==> config.mk <==
export PLATFORM = sky130hd
export DESIGN_NAME = data_controller
export DESIGN_NICKNAME = d
export VERILOG_FILES = /design/src/rtl/data_controller.sv
export SDC_FILE = /design/constraint.sdc
export NUM_CORES = 1
export LEC_CHECK = 0
export CAP_MARGIN = 20
export CORE_MARGIN = 5
export CORE_UTILIZATION = 40
export DETAILED_ROUTE_END_ITERATION = 16
export GPL_TIMING_DRIVEN = 1
export HOLD_SLACK_MARGIN = 0.03
export MAX_ROUTING_LAYER = met4
export PLACE_DENSITY = 0.71
export SYNTH_ARGS = -nofsm -noshare
export SYNTH_HDL_FRONTEND = slang
export SYNTH_SLANG_ARGS = --single-unit
==> constraint.sdc <==
create_clock -name clk -period 4.1 [get_ports clk]
set_input_delay 0.82 -clock clk [delete_from_list [all_inputs] [get_ports clk]]
set_output_delay 0.82 -clock clk [all_outputs]
set_load 0.02 [all_outputs]
==> src/rtl/data_controller.sv <==
// -----------------------------------------------------------------------------
// data_controller
//   Feature-map tile fetcher for the Winograd convolution datapath. Walks the
//   block grid commanded by the main controller in raster order, reads each
//   input tile row by row from the feature SRAM, and presents the assembled
//   tile to the PE array over a valid/ready handshake. A one-cycle
//   loop_finished_o pulse marks the end of the pass.
//
// Ports
//   clk, reset        clock; synchronous active-low reset
//   block_width_i     blocks per row    (0 is treated as 1)
//   block_height_i    blocks per column (0 is treated as 1)
//   data_id_i         input-channel index for the pass
//   data_prepare_i    level; high requests a pass
//   loop_finished_o   one-cycle pulse, pass complete
//   rd_en_o           SRAM read strobe
//   rd_addr_o         {id[3:0], by[7:0], bx[7:0], row[2:0]}
//   rd_data_i         one tile row, valid RD_LAT cycles after rd_en_o
//   tile_valid_o      tile presented to the PE array
//   tile_ready_i      PE array accepts the tile
//   tile_data_o       tile, row r at [r*TILE_ROWS*DATA_W +: TILE_ROWS*DATA_W]
//   tile_bx_o/by_o    block coordinates of the presented tile
//   tile_last_o       presented tile is the last one of the pass
// -----------------------------------------------------------------------------
module data_controller #(
  parameter int DATA_W    = 8,
  parameter int TILE_ROWS = 6,
  parameter int RD_LAT    = 1
) (
  input  logic                                  clk,
  input  logic                                  reset,
  input  logic [7:0]                            block_width_i,
  input  logic [7:0]                            block_height_i,
  input  logic [3:0]                            data_id_i,
  input  logic                                  data_prepare_i,
  output logic                                  loop_finished_o,
  output logic                                  rd_en_o,
  output logic [22:0]                           rd_addr_o,
  input  logic [TILE_ROWS*DATA_W-1:0]           rd_data_i,
  output logic                                  tile_valid_o,
  input  logic                                  tile_ready_i,
  output logic [TILE_ROWS*TILE_ROWS*DATA_W-1:0] tile_data_o,
  output logic [7:0]                            tile_bx_o,
  output logic [7:0]                            tile_by_o,
  output logic                                  tile_last_o
);

  localparam int         ROW_W    = TILE_ROWS * DATA_W;
  localparam logic [2:0] LAST_ROW = 3'(TILE_ROWS - 1);

  typedef enum logic [2:0] {
    S_IDLE, S_FETCH, S_DRAIN, S_TILE, S_DONE, S_RELEASE
  } state_t;

  state_t r_state, w_next;

  logic [7:0]                            r_width, r_height, r_bx, r_by;
  logic [3:0]                            r_id;
  logic [2:0]                            r_row;
  logic [TILE_ROWS*TILE_ROWS*DATA_W-1:0] r_tile;
  logic                                  r_cap_vld [RD_LAT];
  logic [2:0]                            r_cap_row [RD_LAT];

  logic w_rd_en, w_tile_valid, w_finished;
  logic w_last_tile, w_cap_fire, w_bx_end;
  logic [2:0] w_cap_row;

  assign w_bx_end    = (r_bx == r_width - 8'd1);
  assign w_last_tile = w_bx_end && (r_by == r_height - 8'd1);
  assign w_cap_fire  = r_cap_vld[RD_LAT-1];
  assign w_cap_row   = r_cap_row[RD_LAT-1];

  // NOTE: every signal driven here gets a default first, so no path can
  // leave one unassigned and infer a latch.
  always_comb begin
    w_next       = r_state;
    w_rd_en      = 1'b0;
    w_tile_valid = 1'b0;
    w_finished   = 1'b0;
    case (r_state)
      S_IDLE:    if (data_prepare_i) w_next = S_FETCH;
      S_FETCH: begin
        w_rd_en = 1'b1;
        if (r_row == LAST_ROW) w_next = S_DRAIN;
      end
      // Leave once the final row has landed in the tile register.
      S_DRAIN:   if (w_cap_fire && w_cap_row == LAST_ROW) w_next = S_TILE;
      S_TILE: begin
        w_tile_valid = 1'b1;
        if (tile_ready_i) w_next = w_last_tile ? S_DONE : S_FETCH;
      end
      S_DONE: begin
        w_finished = 1'b1;
        w_next     = S_RELEASE;
      end
      // A pass only restarts after prepare has been seen low once.
      S_RELEASE: if (!data_prepare_i) w_next = S_IDLE;
      default:   w_next = S_IDLE;
    endcase
  end

  // NOTE: state and counters use non-blocking assignments so every register
  // samples pre-edge values, independent of block ordering.
  always_ff @(posedge clk) begin
    if (!reset) r_state <= S_IDLE;
    else        r_state <= w_next;
  end

  always_ff @(posedge clk) begin
    if (!reset) begin
      r_width  <= '0;
      r_height <= '0;
      r_id     <= '0;
      r_bx     <= '0;
      r_by     <= '0;
      r_row    <= '0;
    end else begin
      case (r_state)
        S_IDLE: if (data_prepare_i) begin
          r_width  <= (block_width_i  == 8'd0) ? 8'd1 : block_width_i;
          r_height <= (block_height_i == 8'd0) ? 8'd1 : block_height_i;
          r_id     <= data_id_i;
          r_bx     <= '0;
          r_by     <= '0;
          r_row    <= '0;
        end
        S_FETCH: r_row <= (r_row == LAST_ROW) ? 3'd0 : r_row + 3'd1;
        S_TILE: if (tile_ready_i && !w_last_tile) begin
          if (w_bx_end) begin
            r_bx <= '0;
            r_by <= r_by + 8'd1;
          end else begin
            r_bx <= r_bx + 8'd1;
          end
        end
        default: ;
      endcase
    end
  end

  // Read strobe and row index travel together so the returning data knows
  // which tile row it belongs to.
  always_ff @(posedge clk) begin
    if (!reset) begin
      for (int i = 0; i < RD_LAT; i++) begin
        r_cap_vld[i] <= 1'b0;
        r_cap_row[i] <= '0;
      end
    end else begin
      r_cap_vld[0] <= w_rd_en;
      r_cap_row[0] <= r_row;
      for (int i = 1; i < RD_LAT; i++) begin
        r_cap_vld[i] <= r_cap_vld[i-1];
        r_cap_row[i] <= r_cap_row[i-1];
      end
    end
  end

  // NOTE: the tile register is a wide storage element that normally would not
  // need a reset, but its contents are visible on tile_data_o and must read
  // zero after reset, so it is cleared.
  always_ff @(posedge clk) begin
    if (!reset) begin
      r_tile <= '0;
    end else begin
      for (int r = 0; r < TILE_ROWS; r++)
        if (w_cap_fire && w_cap_row == 3'(r))
          r_tile[r*ROW_W +: ROW_W] <= rd_data_i;
    end
  end

  assign loop_finished_o = w_finished;
  assign rd_en_o         = w_rd_en;
  assign rd_addr_o       = w_rd_en ? {r_id, r_by, r_bx, r_row} : 23'd0;
  assign tile_valid_o    = w_tile_valid;
  assign tile_data_o     = r_tile;
  assign tile_bx_o       = r_bx;
  assign tile_by_o       = r_by;
  assign tile_last_o     = w_tile_valid & w_last_tile;

endmodule

==> results.sh, run 1 <==
export IMPL_hold_violations=0
export IMPL_grt_pass1_wl_mm=69.0
export IMPL_drc=0
export IMPL_htree_levels=2
export IMPL_ys_flop_type="dfxtp_1"
export IMPL_vias=12300
export IMPL_placement_rows=64
export IMPL_cts_buffers=37
export IMPL_worst_slack_ns=0.503
export IMPL_hold_depth=2
export IMPL_io_buffer_count=402
export IMPL_cts_clk_slew_worst_paths_ns=0.06
export IMPL_grt_max_degree=161
export IMPL_slew_violations=0
export IMPL_avgRoutedWirePerCell_um=19.0
export IMPL_layout_worst_path_cycle_share=0.877
export IMPL_rsz0062_at_grt="false"
export IMPL_coreArea_um2=30700
export IMPL_synth_area_leaders="dfxtp_1 (53%), nand2_1 (19%), a21oi_1 (13%)"
export IMPL_clock_skew_ns=0.0181
export IMPL_synth_most_common_cell="nand2_1"
export IMPL_syn_mean_instance_area_um2=7.79
export IMPL_gr_usage_met2=0.406
export IMPL_setup_violations_final=0
export IMPL_start_util=0.408
export IMPL_tightest_slew_ns=1.16
export IMPL_syn_nets=1686
export IMPL_crit_slowest_cell="dfxtp_1"
export IMPL_peakVddDrop_mv=0.304
export IMPL_cpPeakStageDelay_ns=0.40
export IMPL_dieArea_um2=35000
export IMPL_crit_chain="inv_1 > ha_1 > xnor2_1 > a2111oi_2 > nor4b_4 > nor3b_4 > and2_1 > dlymetal6s2s_1"
export IMPL_io_pins=403
export IMPL_synth_edf_count=0
export IMPL_cts_max_path_buffers=3
export IMPL_critPathCaptureType="output pin"
export IMPL_die_height_um=187
export IMPL_cts_tree="done"
export IMPL_cp_required_ns=3.28
export IMPL_cp_arrival_ns=2.78
export IMPL_min_period_ns=3.60
export IMPL_fmax_mhz=278
export IMPL_drive_gt1_frac=0.0501
export IMPL_dr_pass1_iters=5
export IMPL_ys_warn_count=0
export IMPL_grtUsageTotal=0.251
export IMPL_yosysTopAreaCell="dfxtp_1"
export IMPL_fin_nets=2032
export IMPL_synth_common_cells="nand2_1 (634), dfxtp_1 (334), a21oi_1 (320), clkbuf_1 (112), and3_1 (31)"
export IMPL_wl_mm=45.1
export IMPL_overflow=0
export IMPL_antenna_found_initial=1
export IMPL_async_reset_ff_frac=0
export IMPL_drtIter0Drc=836
export IMPL_grt_pass1_vias=11700
export IMPL_ant_nets=0
export IMPL_place_hpwl_mm=30.7
export IMPL_synth_top_area_share=0.533
export IMPL_die_w_um=187
export IMPL_grt_use_met3=0.0748
export IMPL_cts_sinks=334
export IMPL_yosysUniqueCellTypes=56
export IMPL_synth_cells=1610
export IMPL_drv_cap=0
export IMPL_gp_congestion=0.909
export IMPL_syn_cell_area_um2=12500
export IMPL_grt_busiest_layer="met2"
export IMPL_worstSetupPathType="flip-flop to output pin"
export IMPL_via_per_inst=5.18
export IMPL_dp_slack_ns=0.549
export IMPL_ys_ff_latch=334
export IMPL_slew_headroom=0.230
export IMPL_clk_latency_ns=0.51
export IMPL_tns_ns=0
export IMPL_status="complete, no violations"
export IMPL_hold_buffers=0
export IMPL_worstSetupStartpointType="flip-flop"
export IMPL_cts_root_buf="clkbuf_16"
export IMPL_hold_path_class="flip-flop to flip-flop"
export IMPL_grt_use_met1=0.298
export IMPL_ys_seq_area_frac=0.533
export IMPL_syn_to_final_growth_pct=43.9
export IMPL_rr_worst_depth=9
export IMPL_cp_max_fo=5
export IMPL_cellPowerDensity_nw_per_um2=394
export IMPL_p_leak_uw=0.00612
[state kept, by name, indices dropped and copies added, names as in the netlist]
name	count
tile_bx_o	8
tile_data_o	288
r_row	3
r_cap_row	3
r_id	4
r_width	8
r_height	8
r_state	3
r_cap_vld	1
tile_by_o	8
[routing by layer]
metal  wire, µm  up-vias
li1           -     5993
met1      18300     5770
met2      21300      442
met3       3760       89
met4       1660        0
met5          0        -
[cells in the final DEF (no fill, tap or decap), types with 8 or more instances in the layout]
| master | synthesis | final |
|---|---|---|
| nand2_1 | 634 | 633 |
| dfxtp_1 | 334 | 332 |
| nor2_1 | 15 | 14 |
| clkdlybuf4s50_1 | 0 | 401 |
| nor2b_1 | 9 | 9 |
| xnor2_1 | 15 | 15 |
| and3_1 | 31 | 30 |
| nand3_1 | 17 | 15 |
| clkbuf_16 | 0 | 39 |
| clkbuf_1 | 112 | 9 |
| buf_4 | 0 | 18 |
| inv_1 | 9 | 8 |
| a21oi_1 | 320 | 320 |
| nor3_1 | 10 | 9 |
[what timing repair did]
item,in CTS,in global routing
gates resized for setup,0,4
setup endpoints to repair,0,1
buffers inserted,0,1
[area by class of cell]
type	instances	area (µm²)
clock buffer	53	1080
inverter	10	45.0
multi-input combinational	1148	5420
fill	2762	12700
tap	396	495
clock inverter	8	75.1
timing repair buffer	425	4250
antenna	1	2.50
sequential	334	6690
[logic make-up (layout without fill, tap and decap cells)]
| family | Yosys count | count (layout) | share of synthesized area |
|---|---|---|---|
| flip-flops | 334 | 334 | 0.533 |
| buffers and inverters | 128 | 496 | 0.0390 |
| XOR/XNOR | 21 | 21 | 0.0147 |
| AO/OA/AOI/OAI | 369 | 369 | 0.160 |
| other | 0 | 1 | 0 |
| multiplexers | 6 | 6 | 0.00479 |
| AND/OR/NAND/NOR | 748 | 748 | 0.245 |
| adder cells (fa/ha/maj) | 4 | 4 | 0.00399 |
[worst paths after layout]
check,from,to,slack [ns]
hold / removal,tile_data_o[144]$_SDFFE_PN0P_,tile_data_o[144]$_SDFFE_PN0P_,0.45
setup / recovery,r_width[1]$_SDFFE_PN0P_,tile_last_o,0.50
setup reg to reg,r_width[1]$_SDFFE_PN0P_,tile_by_o[5]$_SDFFE_PN0P_,1.50
hold reg to reg,tile_data_o[144]$_SDFFE_PN0P_,tile_data_o[144]$_SDFFE_PN0P_,0.45
[stage by stage]
| step | hold WS [ns] | std cells | power (µW) | instance area (µm²) | utilization |
|---|---|---|---|---|---|
| CTS | 0.453 | 2371 | 7160 | 18000 | 0.586 |
| floorplan | 0.432 | 1610 | 3710 | 12500 | - |
| finish | 0.452 | 2375 | 7110 | 18100 | 0.587 |
| global placement | 0.440 | 2310 | 3990 | 16900 | 0.548 |
| global route | 0.463 | 2375 | 7350 | 18100 | 0.587 |
| detailed placement | 0.446 | 2310 | 4000 | 16900 | 0.548 |
[power breakdown]
group          switching (µW)  internal [µW]
clock                    1290           1890
sequential               44.9           3300
combinational             358            226
total                    1690           5410
[worst max-delay path: cells and delay by family (launching register included)]
family                     cells  cell delay (ns)
AOI/OAI and AO/OA              1             0.34
xor gates and xnor gates       1             0.14
adders and majority gates      1             0.28
buffers and inverters          2             0.30
DFF                            1             0.40
and+or+nand+nor                3             0.81
Note: power is estimated with default switching activity, not from simulation.
==> run 2, diff against run 1 <==
Settings changed: CTS_CLUSTER_SIZE set to 10.
==> run 2 against run 1 <==
Clock-buffer cell count fell by 6; register-to-register slack got worse by 0.04 ns; worst hold slack got worse by 0.0019 ns; largest cell class unchanged; global-route usage rose by 0.15 points; cell count fell by 0.46%; critical path type unchanged; utilization fell by 0.090 points.
==> results.sh, run 2 (synthesis gave the netlist of run 1 again) <==
export IMPL_io_pins=403
export IMPL_p_sw_uw=1680
export IMPL_rr_worst_depth=8
export IMPL_start_util=0.408
export IMPL_r2r_start="r_height[2]$_SDFFE_PN0P_"
export IMPL_cellPowerDensity_nw_per_um2=394
export IMPL_syn_to_final_growth_pct=43.7
export IMPL_cpPeakStageDelay_ns=0.40
export IMPL_combPwrFrac=0.082
export IMPL_status="complete, no violations"
export IMPL_final_cell_mix="nand2_1 (633), clkdlybuf4s50_1 (401), dfxtp_1 (332)"
export IMPL_reg2reg_to="tile_bx_o[0]$_SDFFE_PN0P_"
export IMPL_cell_internal_pwr_uw=5430
export IMPL_hold_slack_ns=0.450
export IMPL_clock_skew_ns=0.00717
export IMPL_overflow=0
export IMPL_fin_util=0.586
export IMPL_setup_violations_final=0
export IMPL_slew_violations=0
export IMPL_drtIter0Drc=802
export IMPL_critPathCaptureType="output pin"
export IMPL_worst_slack_ns=0.530
export IMPL_clk_latency_ns=0.52
export IMPL_layout_worst_path_cycle_share=0.871
export IMPL_crit_chain="inv_1 > ha_1 > xnor2_1 > a2111oi_2 > nor4b_4 > nor3b_4 > and2_1 > dlymetal6s2s_1"
export IMPL_avgRoutedWirePerCell_um=19.1
export IMPL_dp_slack_ns=0.549
export IMPL_clock_power_share=0.447
export IMPL_wl_mm=45.1
export IMPL_fin_nets=2034
export IMPL_cp_required_ns=3.28
export IMPL_power_uw=7110
export IMPL_min_delay_start="tile_data_o[279]$_SDFFE_PN0P_"
export IMPL_drv_cap=0
export IMPL_cts_sinks=334
export IMPL_cts_root_buf="clkbuf_16"
export IMPL_cts_max_path_buffers=3
export IMPL_hold_violations=0
export IMPL_cts_tree="done"
export IMPL_dieArea_um2=35000
export IMPL_tns_ns=0
export IMPL_min_period_ns=3.57
export IMPL_whs_endpoint="tile_data_o[279]$_SDFFE_PN0P_"
export IMPL_grtUsageTotal=0.252
export IMPL_reg2reg_slack_ns=1.46
export IMPL_critical_path_startpoint="r_width[1]$_SDFFE_PN0P_"
export IMPL_worstSetupPathType="flip-flop to output pin"
export IMPL_htree_levels=2
export IMPL_rsz0062_at_grt="false"
export IMPL_peakVddDrop_mv=0.276
export IMPL_cts_clk_slew_worst_paths_ns=0.05
export IMPL_worstSetupStartpointType="flip-flop"
export IMPL_grt_max_degree=161
export IMPL_crit_slowest_cell="dfxtp_1"
export IMPL_drc=0
export IMPL_placement_rows=64
export IMPL_die_height_um=187
export IMPL_grt_pass1_vias=11800
export IMPL_vias=12400
export IMPL_io_buffer_count=402
export IMPL_cts_buffers=40
export IMPL_seqPwrFrac=0.471
export IMPL_cp_num_buf_inv=2
export IMPL_layout_commonest_cell="nand2_1"
export IMPL_fmax_mhz=280
export IMPL_hold_path_class="flip-flop to flip-flop"
export IMPL_slew_headroom=0.247
export IMPL_tightest_slew_ns=1.13
export IMPL_p_sw_frac=0.236
export IMPL_cp_max_fo=5
export IMPL_cp_top_family="simple AND/OR/NAND/NOR gates"
export IMPL_hold_depth=2
export IMPL_p_leak_uw=0.00610
export IMPL_coreArea_um2=30700
export IMPL_cp_arrival_ns=2.75
export IMPL_dr_pass1_iters=5
export IMPL_ant_nets=0
export IMPL_gp_congestion=0.909
export IMPL_place_hpwl_mm=30.7
export IMPL_grt_pass1_wl_mm=69.4
export IMPL_largest_reg_flops=288
export IMPL_via_per_inst=5.25
export IMPL_antenna_found_initial=2
export IMPL_die_w_um=187
export IMPL_drive_gt1_frac=0.0468
## run 2: cell count changes in the layout (fill, tap and decap cells not counted)
cell,previous run,this run
clkbuf_1,9,4
clkbuf_8,5,1
clkinv_2,4,0
clkbuf_16,39,42
inv_6,2,0
buf_6,1,0
clkinv_4,0,1
clkinv_8,0,1
clkinvlp_4,1,0
diode_2,1,2
## run 2: cell type report
type | count | area (µm²)
Antenna cell | 2 | 5.00
Clock buffer | 47 | 1080
Clock inverter | 3 | 55.1
Fill cell | 2760 | 12700
Inverter | 10 | 45.0
Multi-Input combinational cell | 1148 | 5420
Sequential cell | 334 | 6690
Tap cell | 396 | 495
Timing Repair Buffer | 424 | 4240
## run 2: repair_timing
item | in CTS | in global routing
pin swaps | 0 | 1
gates resized for setup | 0 | 4
buffers inserted | 1 | 0
hold buffers | 0 | 0
setup endpoints to repair | 1 | 1
## run 2: how the worst max path moves through the flow
stage / endpoint / slack [ns] / depth (start not counted)
final: tile_last_o / 0.53 / 8
after global routing: tile_last_o / 0.37 / 7
after floorplan: tile_last_o / 1.10 / 9
after CTS: tile_last_o / 0.08 / 8
after detailed placement: tile_last_o / 0.55 / 8
after global placement: tile_last_o / 0.57 / 8
## run 2: per-stage QoR
stage                     cell area [µm²]  instances
after global routing                18000       2364
after CTS                           18000       2361
after global placement              16900       2310
after floorplan                     12500       1610
final                               18000       2364
after detailed placement            16900       2310
## run 2: per-layer routing
metal  up-vias  wire (µm)  global-route usage
met5         -          0                   -
met4         0       1850              0.0984
met3       100       3850              0.0730
met2       459      21100               0.403
met1      5882      18300               0.302
li1       5975          -                   -
## run 2: worst min-delay path: cells and delay by family (launching register included)
kind             cells  cell delay [ns]
AND/OR/NAND/NOR      1             0.05
flip-flops           1             0.30
AO/OA/AOI/OAI        1             0.05
## run 2: power groups by stage
stage	registers, µW	logic, µW	clock network [µW]
final	3350	585	3180
after global routing	3350	632	3380
after CTS	3340	586	3230
after detailed placement	3410	583	0
after global placement	3410	579	0
after floorplan	3440	274	0
